`config.mk`:
```
export PLATFORM = sky130hd
export DESIGN_NAME = lcd_frame_scheduler
export DESIGN_NICKNAME = d
export VERILOG_FILES = /design/src/rtl/lcd_frame_scheduler.sv
export SDC_FILE = /design/constraint.sdc
export NUM_CORES = 1
export LEC_CHECK = 0
export CAP_MARGIN = 20
export CORE_MARGIN = 2
export CORE_UTILIZATION = 45
export CTS_BUF_LIST = sky130_fd_sc_hd__clkbuf_8 sky130_fd_sc_hd__clkbuf_16
export DETAILED_ROUTE_END_ITERATION = 10
export PLACE_DENSITY = 0.65
export SYNTH_ARGS = -nofsm -noshare
export SYNTH_HDL_FRONTEND = slang
export SYNTH_SLANG_ARGS = --single-unit
export TNS_END_PERCENT = 30
```
`constraint.sdc`:
```
create_clock -name clock -period 3 [get_ports clock]
set_input_delay 0.6 -clock clock [delete_from_list [all_inputs] [get_ports clock]]
set_output_delay 0.6 -clock clock [all_outputs]
set_load 0.01 [all_outputs]
```
`src/rtl/lcd_frame_scheduler.sv`:
```
// Pixel scheduler for lcdPixelWriter: buffers an sof-tagged upstream stream and
// serves stream, fill or underrun colour per request while staying frame aligned.
module lcd_frame_scheduler #(
  parameter int          H_ACTIVE       = 800,
  parameter int          V_ACTIVE       = 480,
  parameter int          FIFO_DEPTH     = 16,
  parameter logic [23:0] FILL_COLOR     = 24'h000000,
  parameter logic [23:0] UNDERRUN_COLOR = 24'hff00ff
) (
  input  logic                          clock,
  input  logic                          reset,
  input  logic                          enable,
  input  logic                          in_valid,
  output logic                          in_ready,
  input  logic [23:0]                   in_rgb,
  input  logic                          in_sof,
  input  logic                          rgb_request,
  output logic [23:0]                   rgb_out,
  output logic                          buffer_empty,
  output logic                          frame_start,
  output logic                          streaming,
  output logic [15:0]                   underrun_count,
  output logic [$clog2(FIFO_DEPTH):0]   fifo_level
);

  localparam int FRAME_PIXELS = H_ACTIVE * V_ACTIVE;
  localparam int IDX_W        = $clog2(FRAME_PIXELS);
  localparam int PTR_W        = $clog2(FIFO_DEPTH);
  localparam int LVL_W        = PTR_W + 1;
  localparam logic [IDX_W-1:0] LAST_IDX = IDX_W'(FRAME_PIXELS - 1);

  typedef enum logic [1:0] {IDLE, SYNC, STREAM, UNDERRUN} state_t;

  state_t            state;
  state_t            state_next;
  logic [24:0]       fifo_mem [FIFO_DEPTH];
  logic [PTR_W-1:0]  wr_ptr;
  logic [PTR_W-1:0]  rd_ptr;
  logic [IDX_W-1:0]  pix_idx;
  logic [LVL_W-1:0]  level_next;
  logic [23:0]       head_rgb;
  logic [23:0]       rgb_next;
  logic              head_sof;
  logic              fifo_empty;
  logic              push;
  logic              pop;
  logic              count_underrun;
  logic              at_boundary;

  assign in_ready    = fifo_level < LVL_W'(FIFO_DEPTH);
  assign push        = in_valid & in_ready;
  assign fifo_empty  = (fifo_level == '0);
  assign {head_sof, head_rgb} = fifo_mem[rd_ptr];
  assign at_boundary = rgb_request && (pix_idx == '0);

  // Boundary decisions override the per-state behaviour; SYNC and UNDERRUN
  // drain stale non-sof pixels every clock so the next sof reaches the head.
  always_comb begin
    state_next     = state;
    rgb_next       = rgb_out;
    pop            = 1'b0;
    count_underrun = 1'b0;
    if (rgb_request) begin
      if (pix_idx == '0) begin
        if (!enable) begin
          state_next = IDLE;
          rgb_next   = FILL_COLOR;
        end else if (!fifo_empty && head_sof) begin
          state_next = STREAM;
          pop        = 1'b1;
          rgb_next   = head_rgb;
        end else begin
          state_next = SYNC;
          rgb_next   = FILL_COLOR;
        end
      end else begin
        case (state)
          IDLE, SYNC: rgb_next = FILL_COLOR;
          UNDERRUN:   rgb_next = UNDERRUN_COLOR;
          STREAM: begin
            if (fifo_empty) begin
              state_next     = UNDERRUN;
              rgb_next       = UNDERRUN_COLOR;
              count_underrun = 1'b1;
            end else if (!head_sof) begin
              pop      = 1'b1;
              rgb_next = head_rgb;
            end else begin
              state_next = SYNC;
              rgb_next   = FILL_COLOR;
            end
          end
          default: rgb_next = FILL_COLOR;
        endcase
      end
    end
    if ((state == SYNC || state == UNDERRUN) && !fifo_empty && !head_sof)
      pop = 1'b1;
    level_next = fifo_level + LVL_W'(push) - LVL_W'(pop);
  end

  always_ff @(posedge clock) begin
    if (push && !reset)
      fifo_mem[wr_ptr] <= {in_sof, in_rgb};
  end

  always_ff @(posedge clock) begin
    if (reset) begin
      wr_ptr         <= '0;
      rd_ptr         <= '0;
      fifo_level     <= '0;
      pix_idx        <= '0;
      state          <= IDLE;
      rgb_out        <= FILL_COLOR;
      buffer_empty   <= 1'b1;
      frame_start    <= 1'b0;
      streaming      <= 1'b0;
      underrun_count <= '0;
    end else begin
      if (push)
        wr_ptr <= wr_ptr + PTR_W'(1);
      if (pop)
        rd_ptr <= rd_ptr + PTR_W'(1);
      fifo_level <= level_next;
      if (rgb_request)
        pix_idx <= (pix_idx == LAST_IDX) ? '0 : pix_idx + IDX_W'(1);
      state        <= state_next;
      rgb_out      <= rgb_next;
      frame_start  <= at_boundary;
      streaming    <= (state_next == STREAM);
      buffer_empty <= (state_next != STREAM) || (level_next == '0);
      if (count_underrun && underrun_count != 16'hffff)
        underrun_count <= underrun_count + 16'd1;
    end
  end

endmodule

```
==> results of run 1 <==
[path summary, 6_finish.rpt]
path | slack [ps] | end | cells after the start
setup reg to reg | -100 | flip-flop | 17
setup / recovery | -100 | flip-flop | 17
hold / removal | 470 | rgb_out[8] | 2
hold reg to reg | 470 | rgb_out[8] | 2
[kinds of logic after synthesis]
family	share of synthesized area (%)
multiplexers	15.4
AO/OA/AOI/OAI	2.46
AND/OR/NAND/NOR	5.54
adder cells (fa/ha/maj)	1.04
XOR/XNOR	1.40
flip-flops	72.6
buffers and inverters	1.54
[flip-flops by register name, summed over array words and instances (netlist names), named ones only]
signal / count
buffer_empty: 1
fifo_level: 5
fifo_mem: 400
frame_start: 1
pix_idx: 19
rd_ptr: 4
rgb_out: 24
state: 2
streaming: 1
underrun_count: 16
wr_ptr: 4
[worst max-delay path, cell delays in order (launching register included)]
cell     delay (ps)
dfxtp_1         310
inv_1            50
ha_1            150
or3b_2          460
nor2_1          140
nand4_1         140
buf_4           160
buf_4           120
buf_4           120
buf_4           120
buf_4           120
buf_4           120
buf_4           120
buf_4           120
buf_4           120
buf_4           130
a21oi_1         140
mux2_2          350
[where the power goes]
part	internal (mW)	switching (mW)	total, mW
Sequential	7.38	0.0833	7.47
Clock	3.67	2.49	6.16
Combinational	1.07	0.998	2.07
Total	12.1	3.57	15.7
[per-layer routing]
metal	global-route usage, %	vias to the layer above	share of wire (%)
met3	3.11	54	5.2
met1	25.9	5113	43
li1	-	4379	-
met5	0	-	0.032
met4	4.32	2	1.6
met2	31.3	266	50
[per-stage QoR]
| step | std cells | setup slack [ps] | instance area, µm² |
|---|---|---|---|
| after floorplan | 1011 | -46.4 | 18800 |
| after global placement | 1648 | -169 | 20800 |
| after detailed placement | 1648 | -209 | 20800 |
| after CTS | 1750 | -81.6 | 22600 |
| after global routing | 1752 | -230 | 22600 |
| final | 1752 | -96.4 | 22600 |
[timing repair]
| item | 4_1_cts | 5_1_grt |
|---|---|---|
| cloned | 0 | 0 |
| setup buffers | 11 | 2 |
| pin swaps | 7 | 5 |
| gates resized for setup | 7 | 9 |
| endpoints found under the setup margin | 8 | 12 |
[layout make-up]
cell class,count,area share (%)
clock buffer,49,5.42
clock inverter,42,1.84
inverter,20,0.332
multi-input combinational,461,22.4
sequential,481,60.3
tap,532,2.94
timing repair buffer,167,6.77
[placed cells by master, fill, tap and decap left out, types with 4 or more instances in the layout]
cell type,netlist,layout
edfxtp_1,400,400
mux4_2,124,124
buf_4,0,82
dfxtp_1,81,78
clkdlybuf4s50_1,0,77
nor2_1,80,64
clkbuf_16,0,49
a21oi_1,40,38
inv_1,20,28
nand2_1,28,28
nand4_1,18,18
xor2_1,18,18
nor2_4,0,16
o22ai_1,16,16
nand3_1,15,15
ha_1,14,12
xnor2_1,12,11
nand2b_1,11,11
clkinv_1,0,10
or3_1,8,8
and3_1,8,8
bufinv_16,0,8
clkinv_2,0,7
buf_12,0,7
nor2b_1,6,6
o21ai_0,6,6
mux2i_1,5,5
and4_1,6,4
==> flow_metrics.py, run 1 <==
metrics = {
    "flow_run": {
        "cap_viol_max_count": 0,
    },
    "worst_setup_path": {
        "cp_data_required_time_ps": 3450,
        "worstSetupPathType": "reg2reg",
        "worstSetupEndpointType": "flip-flop",
        "regToRegStartpoint": "pix_idx[0]",
        "path_max_fanout": 2,
        "crit_path_start_kind": "flip-flop",
        "arrival_ps": 3550,
        "crit_start": "pix_idx[0]",
    },
    "detailed_routing": {
        "finalWirelength_mm": 40.1,
        "ant_nets": 0,
        "dr.pass1.iters": 5,
        "drt_iter0_markers": 871,
        "route.vias.total": 9814,
        "avgViaCountPerCell": 5.60,
        "drc_errors": 0,
        "wl_per_cell_um": 22.9,
    },
    "pwr": {
        "finalPower_mw": 15.7,
        "cellLeakagePower_nw": 7.25,
        "p_per_area_nw_per_um2": 694,
        "ir_drop_mv": 0.391,
    },
    "clock_network": {
        "clockRootBuffer": "clkbuf_16",
        "cts_hold_buf": 0,
        "tritoncts": "built",
        "cts_sinks": 481,
        "cts-buffers-inserted": 49,
        "cts.reportedPaths.clkPinSlew_ps": 60,
        "clockBufferDepth": 3,
        "htreeDepth": 2,
        "insertion_delay_ps": 570,
    },
    "finish": {
        "syn_to_final_growth_pct": 20.5,
        "fillers": 3074,
        "nets": 1225,
        "drive_above_1_share_pct": 27.0,
        "seq_area_um2": 13600,
        "n_antenna_cell": 0,
        "final_core_util_pct": 55.1,
        "multiInputGateArea_um2": 5060,
    },
    "sta": {
        "maxSlewViolCount": 0,
        "hold_viol_final": 0,
        "rsz0062_at_grt": "yes",
        "fin_tns_setup_ps": -388,
        "fin_crit_ps": 3100,
        "layout_worst_path_cycle_share_pct": 103,
        "layout_setup_ws_ps": -96.4,
        "max_slew_margin_pct": 21.5,
        "tightest_slew_ps": 1140,
        "whs_ps": 471,
        "finalClockSkew_ps": 26.0,
        "max_freq_mhz": 323,
        "setup_violations": 5,
    },
    "floorplanning": {
        "die_x_um": 208,
        "rows": 74,
        "core-area_um2": 41000,
        "die-area_um2": 43400,
        "start_util_pct": 45.8,
        "io_pins": 79,
        "die_y_um": 208,
    },
    "place": {
        "port_buffers": 78,
        "dp.final_hpwl_mm": 23.1,
        "place.gp.congestion": 0.792,
    },
    "synth": {
        "synth_warnings": 0,
        "synth_common_cells": "edfxtp_1, mux4_2, dfxtp_1, nor2_1, a21oi_1",
        "avgSynthCellArea_um2": 18.6,
        "synth-edff-count": 400,
        "post-synth-top-count-cell": "edfxtp_1",
        "ys_seq_area_share_pct": 72.6,
        "synthCells": 1011,
        "async_flop_share_pct": 0,
        "synth.largest_area_cell": "edfxtp_1",
        "syn-num-nets": 1056,
        "yosys_register_bits": 481,
        "synth-main-ff-cell": "edfxtp_1",
        "netlist_top_cells_area": "edfxtp_1, mux4_2, dfxtp_1",
        "synth_area_um2": 18800,
        "synth_cell_types": 54,
        "yosysTopAreaCellShare_pct": 64.0,
    },
    "outcome": {
        "outcome": "finished, violations left",
        "violations": "setup timing",
    },
    "global_route": {
        "track_usage_pct": 18.7,
        "grt_pass1_vias": 9770,
        "antenna_found_initial": 1,
        "grt_max_degree": 65,
        "grt_pass1_wl_mm": 60.7,
        "grt_overflow": 0,
    },
    "worst_hold_path": {
        "worstHoldStart": "rgb_out[8]",
        "min_path_type": "reg2reg",
    },
}
Note: power is estimated with default switching activity, not from simulation.
==> run 2: changes to the inputs <==
- HOLD_SLACK_MARGIN: not set -> 0.1
- PLACE_DENSITY: 0.65 -> not set
==> run 2 against run 1 <==
Compared with the run above: the run now ends clean; sequential share of layout area increased by 0.77 points; global-route usage increased by 0.20 points; worst setup slack improved by 140 ps; combinational power decreased by 5%; highest routed layer unchanged.
==> flow_metrics.py, run 2 (synthesis results as in run 1) <==
metrics = {
    "floorplanning": {
        "core-area_um2": 41000,
        "rows": 74,
        "die_y_um": 208,
        "die_x_um": 208,
        "io_pins": 79,
        "start_util_pct": 45.8,
        "die-area_um2": 43400,
    },
    "pwr": {
        "ir_drop_mv": 0.397,
        "cellLeakagePower_nw": 7.15,
        "p_per_area_nw_per_um2": 668,
    },
    "worst_setup_path": {
        "cp_data_required_time_ps": 3430,
        "path_max_fanout": 6,
        "crit_path_start_kind": "flip-flop",
        "worstSetupPathType": "reg2reg",
        "worstSetupEndpointType": "flip-flop",
        "arrival_ps": 3380,
    },
    "finish": {
        "final_area_um2": 22300,
        "largestRegisters": "fifo_mem (400), rgb_out (24), pix_idx (19)",
        "top_register": "fifo_mem",
        "final_core_util_pct": 54.5,
        "nets": 1217,
        "layout_commonest_cell": "edfxtp_1",
        "largest_reg_flops": 400,
        "drive_above_1_share_pct": 25.6,
        "mostFrequentLayoutCells": "edfxtp_1, mux4_2, dfxtp_1, clkdlybuf4s50_1, buf_4",
        "syn_to_final_growth_pct": 19.0,
    },
    "global_route": {
        "grt_max_degree": 57,
        "grt_pass1_wl_mm": 61.1,
        "track_usage_pct": 18.9,
        "antenna_found_initial": 1,
        "grt_pass1_vias": 9933,
        "grt_overflow": 0,
    },
    "sta": {
        "rsz0062_at_grt": "yes",
        "layout_worst_path_cycle_share_pct": 98.4,
        "whs_ps": 332,
        "tightest_slew_ps": 933,
        "maxSlewViolCount": 0,
        "setup_violations": 0,
        "finalClockSkew_ps": 24.3,
        "hold_viol_final": 0,
        "max_slew_margin_pct": 37.8,
        "fin_crit_ps": 2950,
        "max_freq_mhz": 339,
    },
    "detailed_routing": {
        "route.vias.total": 9638,
        "finalWirelength_mm": 39.9,
        "drc_errors": 0,
        "wl_per_cell_um": 22.9,
        "avgViaCountPerCell": 5.53,
        "drt_iter0_markers": 802,
        "ant_nets": 0,
        "dr.pass1.iters": 7,
    },
    "clock_network": {
        "insertion_delay_ps": 580,
        "htreeDepth": 2,
        "tritoncts": "built",
        "cts_sinks": 481,
        "cts.reportedPaths.clkPinSlew_ps": 60,
        "cts-buffers-inserted": 49,
        "clockRootBuffer": "clkbuf_16",
        "clockBufferDepth": 3,
    },
    "place": {
        "place.gp.congestion": 0.786,
        "dpl_cell_area_um2": 20900,
        "dp.final_hpwl_mm": 23.9,
        "port_buffers": 78,
    },
    "flow_run": {
        "cap_viol_max_count": 0,
    },
    "outcome": {
        "outcome": "complete, no violations",
    },
    "worst_hold_path": {
        "min_path_type": "in2reg",
    },
}
## run 2: timing repair
action | in CTS | in global routing
setup buffers | 1 | 0
endpoints found under the setup margin | 2 | 15
hold buffers | 0 | 0
pin swaps | 8 | 0
gates resized for setup | 3 | 3
## run 2: layer usage
layer	up-vias	wire length (µm)	share of wire, %	global-route usage [%]
met5	-	11	0.028	0
met1	5018	17600	44	26.2
met3	47	1730	4.3	3.29
met4	2	610	1.5	4.24
met2	191	19900	50	31.5
li1	4380	-	-	-
## run 2: final cells by class
cell class | instances | area, µm²
timing repair buffer | 159 | 1490
fill | 3156 | 18700
multi-input combinational | 461 | 5010
clock inverter | 39 | 215
tap | 532 | 666
clock buffer | 50 | 1240
inverter | 20 | 75.1
antenna | 1 | 2.50
sequential | 481 | 13600
## run 2: worst paths after layout
path,start,to,slack (ps),depth (start not counted)
setup / recovery,flip-flop,buffer_empty,50,16
hold / removal,reset,wr_ptr[2],330,2
setup reg to reg,flip-flop,buffer_empty,50,16
hold reg to reg,rgb_out[13],rgb_out[13],470,2
## run 2: worst max-delay path, cell delays in order (launching register included)
cell      delay, ps
dfxtp_4         390
mux4_2          500
nand3b_1        130
and4_4          240
o21ai_2          60
a21bo_2         230
inv_2            40
ha_1            100
inv_1            40
ha_2            170
fa_2            340
a21oi_2         110
nor2_1           50
nor2_1          110
xnor2_1         100
nand4_1          90
nand3_1          80
## run 2: power by group
part           internal, mW  switching [mW]
Sequential             7.38          0.0777
Clock                  3.07            2.45
Combinational         0.989           0.966
Total                  11.4            3.49
## run 2: stage by stage
| stage | std cells | worst slack, ps | total power [mW] | setup TNS (ps) |
|---|---|---|---|---|
| after floorplan | 1011 | -46.4 | 8.91 | -46.4 |
| after global placement | 1652 | -193 | 9.57 | -297 |
| after detailed placement | 1652 | -185 | 9.59 | -274 |
| after CTS | 1742 | -7.21 | 15.1 | -7.21 |
| after global routing | 1742 | -162 | 15.5 | -210 |
| final | 1743 | 48.0 | 14.9 | 0 |
